### config.mk
export PLATFORM = sky130hd
export DESIGN_NAME = rom_stream_reader
export DESIGN_NICKNAME = d
export VERILOG_FILES = /design/src/rtl/rom_stream_reader_pkg.sv /design/src/rtl/rom_stream_reader_stream_skid_buf.sv /design/src/rtl/rom_stream_reader.sv
export SDC_FILE = /design/constraint.sdc
export NUM_CORES = 1
export LEC_CHECK = 0
export ABC_AREA = 1
export CORE_MARGIN = 2
export CORE_UTILIZATION = 30
export CTS_CLUSTER_DIAMETER = 100
export DETAILED_ROUTE_END_ITERATION = 6
export GPL_ROUTABILITY_DRIVEN = 0
export SLEW_MARGIN = 20
export SYNTH_ARGS = -nofsm -noshare
export SYNTH_HDL_FRONTEND = slang
export SYNTH_SLANG_ARGS = --single-unit
export TNS_END_PERCENT = 50
### constraint.sdc
create_clock -name clk -period 7.4 [get_ports clk]
set_input_delay 0.74 -clock clk [delete_from_list [all_inputs] [get_ports clk]]
set_output_delay 0.74 -clock clk [all_outputs]
set_load 0.01 [all_outputs]
### src/rtl/rom_stream_reader_pkg.sv
// Shared constants and state type for the ROM stream reader.
package rom_stream_reader_pkg;

  localparam int unsigned DEF_READ_ADDR_WIDTH = 8;
  localparam int unsigned DEF_WIDTH           = 8;
  localparam int unsigned DEF_LEN_WIDTH       = 8;

  // Common to every ROM user in the JESD TX path.
  localparam int unsigned ROM_RD_LATENCY = 1;
  localparam int unsigned BUF_DEPTH      = 2;

  typedef enum logic [1:0] {
    ST_IDLE  = 2'd0,
    ST_READ  = 2'd1,
    ST_DRAIN = 2'd2,
    ST_DONE  = 2'd3
  } state_t;

endpackage

### src/rtl/rom_stream_reader_stream_skid_buf.sv
// Two-entry FIFO between the ROM return path and the downstream valid/ready stream.
module stream_skid_buf #(
  parameter int unsigned DW = 9
) (
  input  logic          clk,
  input  logic          rst,
  input  logic          i_push,
  input  logic [DW-1:0] i_data,
  output logic          o_valid,
  input  logic          i_ready,
  output logic [DW-1:0] o_data,
  output logic [1:0]    o_count
);

  logic [DW-1:0] r_mem [2];
  logic          r_wr_ptr;
  logic          r_rd_ptr;
  logic [1:0]    r_count;
  logic          w_pop;

  assign w_pop   = (r_count != 2'd0) && i_ready;
  assign o_valid = (r_count != 2'd0);
  assign o_data  = r_mem[r_rd_ptr];
  assign o_count = r_count;

  // The producer only pushes when it holds a free slot, so no push is ever refused.
  always_ff @(posedge clk) begin
    if (rst) begin
      r_mem[0] <= '0;
      r_mem[1] <= '0;
      r_wr_ptr <= 1'b0;
      r_rd_ptr <= 1'b0;
      r_count  <= 2'd0;
    end else begin
      if (i_push) begin
        r_mem[r_wr_ptr] <= i_data;
        r_wr_ptr        <= !r_wr_ptr;
      end
      if (w_pop) begin
        r_rd_ptr <= !r_rd_ptr;
      end
      r_count <= r_count + 2'(i_push) - 2'(w_pop);
    end
  end

endmodule

### src/rtl/rom_stream_reader.sv
// Fetches a run of words from a 1-cycle-latency ROM and presents them as a
// valid/ready stream with a last marker on the final word.
module rom_stream_reader
  import rom_stream_reader_pkg::*;
#(
  parameter int unsigned READ_ADDR_WIDTH = DEF_READ_ADDR_WIDTH,
  parameter int unsigned WIDTH           = DEF_WIDTH,
  parameter int unsigned LEN_WIDTH       = DEF_LEN_WIDTH
) (
  input  logic                       clk,
  input  logic                       rst,
  input  logic                       i_start,
  input  logic [READ_ADDR_WIDTH-1:0] i_base_addr,
  input  logic [LEN_WIDTH-1:0]       i_len,
  output logic                       o_busy,
  output logic                       o_done,
  output logic [READ_ADDR_WIDTH-1:0] o_rom_addr,
  output logic                       o_rom_rd_en,
  input  logic [WIDTH-1:0]           i_rom_data,
  output logic [WIDTH-1:0]           o_data,
  output logic                       o_valid,
  input  logic                       i_ready,
  output logic                       o_last
);

  localparam int unsigned CNT_W = LEN_WIDTH + 1;
  localparam int unsigned BUF_W = WIDTH + 1;

  state_t                      r_state;
  logic [READ_ADDR_WIDTH-1:0]  r_base;
  logic [CNT_W-1:0]            r_len;
  logic [CNT_W-1:0]            r_issued;
  logic [CNT_W-1:0]            r_accepted;
  logic [ROM_RD_LATENCY-1:0]   r_rd_pipe;
  logic [ROM_RD_LATENCY-1:0]   r_last_pipe;
  logic                        r_busy;
  logic                        r_done;
  logic                        r_rst_q;

  logic                        w_rd_en;
  logic                        w_pop;
  logic                        w_issue_last;
  logic                        w_buf_valid;
  logic [BUF_W-1:0]            w_buf_data;
  logic [1:0]                  w_buf_count;
  logic [2:0]                  w_credit_used;

  // A word leaving the buffer this cycle frees its slot for a new read.
  assign w_pop         = w_buf_valid && i_ready;
  assign w_credit_used = 3'(w_buf_count) + 3'($countones(r_rd_pipe)) - 3'(w_pop);
  assign w_rd_en       = (r_state == ST_READ) && (r_issued < r_len) &&
                         (w_credit_used < 3'(BUF_DEPTH));
  assign w_issue_last  = (r_issued + CNT_W'(1)) == r_len;

  assign o_rom_rd_en = w_rd_en;
  assign o_rom_addr  = r_base + READ_ADDR_WIDTH'(r_issued);
  assign o_busy      = r_busy;
  assign o_done      = r_done;
  assign o_valid     = w_buf_valid;
  assign o_data      = w_buf_data[WIDTH-1:0];
  assign o_last      = w_buf_data[WIDTH];

  stream_skid_buf #(
    .DW (BUF_W)
  ) u_buf (
    .clk     (clk),
    .rst     (rst),
    .i_push  (r_rd_pipe[ROM_RD_LATENCY-1]),
    .i_data  ({r_last_pipe[ROM_RD_LATENCY-1], i_rom_data}),
    .o_valid (w_buf_valid),
    .i_ready (i_ready),
    .o_data  (w_buf_data),
    .o_count (w_buf_count)
  );

  // Transfer sequencing, counters and read-return tracking.
  always_ff @(posedge clk) begin
    if (rst) begin
      r_state     <= ST_IDLE;
      r_base      <= '0;
      r_len       <= '0;
      r_issued    <= '0;
      r_accepted  <= '0;
      r_rd_pipe   <= '0;
      r_last_pipe <= '0;
      r_busy      <= 1'b0;
      r_done      <= 1'b0;
      r_rst_q     <= 1'b1;
    end else begin
      r_rst_q        <= 1'b0;
      r_done         <= 1'b0;
      r_rd_pipe[0]   <= w_rd_en;
      r_last_pipe[0] <= w_rd_en && w_issue_last;
      for (int k = 1; k < int'(ROM_RD_LATENCY); k++) begin
        r_rd_pipe[k]   <= r_rd_pipe[k-1];
        r_last_pipe[k] <= r_last_pipe[k-1];
      end
      if (w_rd_en) begin
        r_issued <= r_issued + CNT_W'(1);
      end
      if (w_pop) begin
        r_accepted <= r_accepted + CNT_W'(1);
      end

      case (r_state)
        ST_IDLE: begin
          if (i_start && !r_rst_q) begin
            r_base     <= i_base_addr;
            r_len      <= {1'b0, i_len};
            r_issued   <= '0;
            r_accepted <= '0;
            r_busy     <= 1'b1;
            if (i_len == '0) begin
              r_state <= ST_DONE;
              r_done  <= 1'b1;
            end else begin
              r_state <= ST_READ;
            end
          end
        end
        ST_READ: begin
          if (r_issued == r_len) begin
            r_state <= ST_DRAIN;
          end
        end
        ST_DRAIN: begin
          if (w_pop && ((r_accepted + CNT_W'(1)) == r_len)) begin
            r_state <= ST_DONE;
            r_done  <= 1'b1;
          end
        end
        ST_DONE: begin
          r_state <= ST_IDLE;
          r_busy  <= 1'b0;
        end
        default: begin
          r_state <= ST_IDLE;
          r_busy  <= 1'b0;
        end
      endcase
    end
  end

endmodule

# ---- Yosys cells after proc, flatten, opt, wreduce, memory -nomap -nowiden
# Memory sizes are Yosys's and may differ from the RTL's. A register that Yosys moved wholly into a read port is not among the register bits.
# Index checks and enable logic that the tools add are counted.
dict set report word_totals {
  n_memories 1
  ram_bits 18
  input_bits 28
  ff_bits 45
}
# name depth width read_ports rd_ports_with_merged_regs wr line
set memory_table {}
lappend memory_table {u_buf.r_mem 2 9 1 1 2 rom_stream_reader_stream_skid_buf.sv:15} ;# logic [DW-1:0] r_mem [2];
dict set report op_classes {
  n_eq_ne 9
  n_lt_le_gt_ge 2
  mux 27
  add_sub_neg 7
  reduce_logical 17
}
# operator n
set op_table {}
lappend op_table {{9-bit 2-to-1 mux} 7}
lappend op_table {{9-bit by 8-bit equality test with 1-bit output} 3}
lappend op_table {{9-bit by 1-bit adder with 9-bit output (second input constant)} 2}
lappend op_table {{1-bit 2-to-1 mux} 13}
lappend op_table {{9-bit by 8-bit less-than comparator with 1-bit output} 1}
lappend op_table {{9-bit OR reduction} 1}
lappend op_table {{8-bit adder} 1}
lappend op_table {{8-bit logical NOT} 1}
lappend op_table {{2-bit 2-to-1 mux} 4}
lappend op_table {{2-bit case mux with 4 select lines} 1}
lappend op_table {{1-bit logical AND} 6}
lappend op_table {{2-bit equality test (second input constant)} 2}
lappend op_table {{2-bit inequality test (second input constant)} 2}
lappend op_table {{1-bit case mux with 2 select lines} 2}
lappend op_table {{2-bit AND reduction} 2}
lappend op_table {{2-bit nonzero test} 2}
lappend op_table {{2-bit by 1-bit adder with 3-bit output} 1}
lappend op_table {{1-bit logical NOT} 3}
lappend op_table {{3-bit by 2-bit less-than comparator with 1-bit output (second input constant)} 1}
lappend op_table {{3-bit AND reduction} 1}
lappend op_table {{3-bit by 1-bit subtractor with 3-bit output} 1}
lappend op_table {{2-bit by 1-bit adder with 2-bit output} 1}
lappend op_table {{2-bit by 1-bit equality test with 1-bit output (second input constant)} 1}
lappend op_table {{2-bit logical NOT} 1}
lappend op_table {{2 further kinds} 2}

# ---- Longest topological paths before layout
dict set report depth {
  ltp_word 8
  depth_mapped 15
  depth_no_buf 15
}

# ---- Modules after synthesis
# From an unflattened synthesis, not the netlist that was laid out.
dict set report hier_totals {
  hier_cells 475
  area_unflattened_um2 3663.5
}
# mod cells_per_inst n_inst area_per_inst_um2
set by_module_without_submodules {}
lappend by_module_without_submodules {rom_stream_reader 381 1 2615.0}
lappend by_module_without_submodules {stream_skid_buf 94 1 1048.5}

# ---- Worst setup path after synthesis
# No wires, ideal clock.
dict set report synth_path {
  kind {input port to output port}
  start {input i_ready}
  end {output o_rom_rd_en}
  path_buffers 2
  arrival_ns 2.590
  path_slack_ns 4.070
  stages 11
  cell_sequence {inv_1 -> nor2_1 -> clkbuf_1 -> ha_1 -> inv_1 -> ha_1 -> fa_1 -> nor2_1 -> nand2_2 -> inv_2 -> buf_6}
}
dict set report synth_between {
  elab_chain_len 4
}
# item line
set synth_lines {}
lappend synth_lines {{start, declared} rom_stream_reader.sv:22} ;# input logic i_ready,
lappend synth_lines {{1-bit logical AND} rom_stream_reader.sv:49} ;# assign w_pop = w_buf_valid && i_ready;
lappend synth_lines {{3-bit by 1-bit subtractor with 3-bit output} rom_stream_reader.sv:50} ;# assign w_credit_used = 3'(w_buf_count) + 3'($countones(r_rd_pipe)) - 3'(w_pop);
lappend synth_lines {{via w_credit_used[1]} rom_stream_reader.sv:46} ;# logic [2:0] w_credit_used;
lappend synth_lines {{3-bit by 2-bit less-than comparator with 1-bit output} rom_stream_reader.sv:52} ;# (w_credit_used < 3'(BUF_DEPTH));
lappend synth_lines {{1-bit logical AND} rom_stream_reader.sv:51} ;# assign w_rd_en = (r_state == ST_READ) && (r_issued < r_len) &&
lappend synth_lines {{end, declared} rom_stream_reader.sv:18} ;# output logic o_rom_rd_en,
# The timed path passes the listed nets, and every way through them passes these cells.

# ---- Final worst setup path
# Ends and elaborated chain as after synthesis.

==> flow_metrics.py <==
metrics = {
    "worst_setup_path": {
        "worstReg2RegEnd": "r_issued[6]$_SDFF_PP0_",
        "cp-startpoint": "i_ready",
        "crit_required_ps": 6660,
        "end_kind": "output pin",
        "reg2reg_slack_ps": 4530,
        "crit_type": "input pin to output pin",
        "cp.arrival_ps": 3950,
        "cp_max_fo": 15,
        "r2r_cells": 12,
        "cp-start-kind": "input pin",
        "worstReg2RegStart": "u_buf.o_count[1]$_SDFF_PP0_",
    },
    "sta": {
        "hold_viol": 0,
        "slew_headroom_pct": 43.1,
        "drv_slew": 0,
        "rsz0062_at_grt": "no",
        "period_needed_ps": 4690,
        "clock_skew_ps": 7.17,
        "fin_crit_sh_pct": 63.4,
        "setup_viol": 0,
        "setup-tns-final_ps": 0,
        "worstMarginPinSlew_ps": 851,
        "max_clock_freq_mhz": 213,
        "worst_slack_ps": 2710,
    },
    "route": {
        "wl_microns": 8180,
        "dr.pass1.iters": 6,
        "viasPerCell": 4.61,
        "wl_per_cell_microns": 12.6,
        "vias": 2994,
        "drt_iter0_markers": 80,
        "drc": 1,
        "postRouteAntennaNets": 0,
    },
    "placed_design": {
        "port_buffers": 48,
        "post-dp-hpwl_microns": 6220,
        "pre_cts_slack_ps": 2720,
        "dp_cells": 634,
    },
    "yosys": {
        "synth-seq-cells": 64,
        "synth_area_per_cell_sq_um": 7.89,
        "async_flop_share_pct": 0,
        "yosysWarnings": 0,
        "synth_edf_count": 18,
        "synthesis.area_sq_um": 3570,
        "synth.distinct_cells": 37,
        "synth_ff_type": "dfxtp_1",
        "synth-seq-area-share_pct": 40.9,
        "syn-num-nets": 506,
        "syn-instance-count": 453,
    },
    "grt": {
        "grt_pass1_vias": 2897,
        "grt_pass1_wl_microns": 13700,
        "grt_max_degree": 28,
        "antenna_found_initial": 0,
        "grt-ovfl-total": 0,
        "track_usage_pct": 13.5,
    },
    "clocking": {
        "cts_made_buffers": 9,
        "cts_setup_buffers": 0,
        "cts_resized": 0,
        "cts_buffer_depth": 2,
        "path_clk_slew_ps": 60,
        "insertion_delay_ps": 330,
        "cts_tree": "built",
        "clockRootBuffer": "clkbuf_16",
        "cts_sinks": 64,
        "cts_hold_buf": 0,
        "clock_tree.htree_level_count": 3,
    },
    "status": {
        "violations": "DRC",
        "outcome": "finished with violations",
    },
    "job": {
        "cap_violations": 0,
    },
    "floorplanning": {
        "die_area_sq_um": 12800,
        "dieWidth_microns": 113,
        "ios": 49,
        "die_h_microns": 113,
        "initial_core_util_pct": 31.0,
        "core_area_sq_um": 11500,
        "rows": 39,
    },
    "cells_and_area": {
        "fin_nets": 555,
        "fin_cells": 650,
        "final_common_cell": "nand2_1",
        "register_area_sq_um": 1460,
        "antenna_cells": 0,
        "fill_cells": 1168,
        "final_core_util_pct": 39.2,
        "layout-drive-gt1-share_pct": 8.88,
        "syn2layout_area_growth_pct": 26.2,
        "multiInputGateArea_sq_um": 1830,
        "mostFrequentLayoutCells": "nand2_1, inv_1, nor2_1",
    },
    "pwr": {
        "power_density_nw_per_um2": 354,
        "leakagePower_nw": 1.93,
        "peakVddDrop_mv": 0.174,
        "totalPowerFinal_mw": 1.60,
    },
    "hold_path": {
        "min_to": "u_buf.r_rd_ptr$_SDFFE_PP0N_",
        "holdPathStages": 1,
        "min-delay-start": "u_buf.r_rd_ptr$_SDFFE_PP0N_",
        "min_path_type": "register to register",
    },
}
-- area by class of cell --
cell class	count	share of cell area [%]
Timing Repair Buffer	48	10.7
Clock inverter	7	2.27
Multi-Input combinational cell	316	40.5
Inverter	63	5.24
Clock buffer	9	4.99
Sequential cell	64	32.4
Tap cell	143	3.97
-- metal layers --
layer | wire length (microns) | part of all wire, % | vias up | GRT usage, %
met5 | 0 | 0 | - | 0
met2 | 3900 | 48 | 57 | 22.4
li1 | - | - | 1571 | -
met1 | 3760 | 46 | 1356 | 16.8
met3 | 354 | 4.3 | 10 | 3.91
met4 | 160 | 2.0 | 0 | 4.23
-- critical path: stages --
cell and delay (ps):
clkdlybuf4s50_1 460, inv_1 40, nor2_1 610, ha_1 360, inv_1 50, ha_1 150
fa_1 440, nor2_1 160, nand2_2 130, inv_2 190, clkdlybuf4s50_1 600
-- cells in the mapped netlist (2+ instances only) --
library cell,instances,share of area [%]
nand2_1,82,8.6
inv_1,59,6.2
nor2_1,55,5.8
dfxtp_1,46,26
a21oi_1,38,5.3
o21ai_0,30,4.2
ha_1,23,8.1
nand3_1,23,3.2
edfxtp_1,18,15
xor2_1,15,3.7
mux2_2,10,3.2
clkbuf_1,7,0.74
nor2_2,5,0.88
xnor2_1,5,1.2
nand2_2,4,0.70
inv_2,3,0.32
nand3b_1,3,0.63
nor2_4,3,0.95
nor3_1,3,0.42
fa_1,2,1.1
nand4_1,2,0.35
o21bai_1,2,0.42
-- cell families (layout without fill, tap and decap cells) --
family	count (synthesis)	after routing	share of synthesized area [%]
flip-flops	64	64	40.9
buffers and inverters	73	127	8.02
multiplexers	10	10	3.15
AO/OA/AOI/OAI	74	74	10.7
AND/OR/NAND/NOR	187	187	23.1
XOR/XNOR	20	20	4.90
adder cells (fa/ha/maj)	25	25	9.17
-- sequential cells by signal, summed over array words and instances, names as in the netlist, 2 cells and up, named ones only --
name,flops
u_buf.r_mem,18
u_buf.o_count,2
r_base,8
r_issued,9
r_state,2
r_accepted,9
r_len,8
-- per-stage QoR --
stage / area, sq um / hold slack, ps
6_report: 4510 / 457
3_5_place_dp: 4180 / 447
4_1_cts: 4510 / 458
3_3_place_gp: 4180 / 446
2_1_floorplan: 3570 / 426
5_1_grt: 4510 / 490
-- worst max path at each step --
stage / to / slack (ps) / cells after the start
6_report: o_rom_rd_en / 2710 / 11
4_1_cts: o_rom_rd_en / 2690 / 11
3_3_place_gp: o_rom_rd_en / 2750 / 11
3_5_place_dp: o_rom_rd_en / 2720 / 11
5_1_grt: o_rom_rd_en / 2450 / 11
2_1_floorplan: o_rom_rd_en / 4070 / 11
-- report_power, final --
group	switching, mW	total (mW)	internal (mW)
combinational	0.341	0.620	0.279
sequential	0.0811	0.512	0.431
clock	0.166	0.464	0.298
total	0.588	1.60	1.01
(Power assumes the default switching activity.)
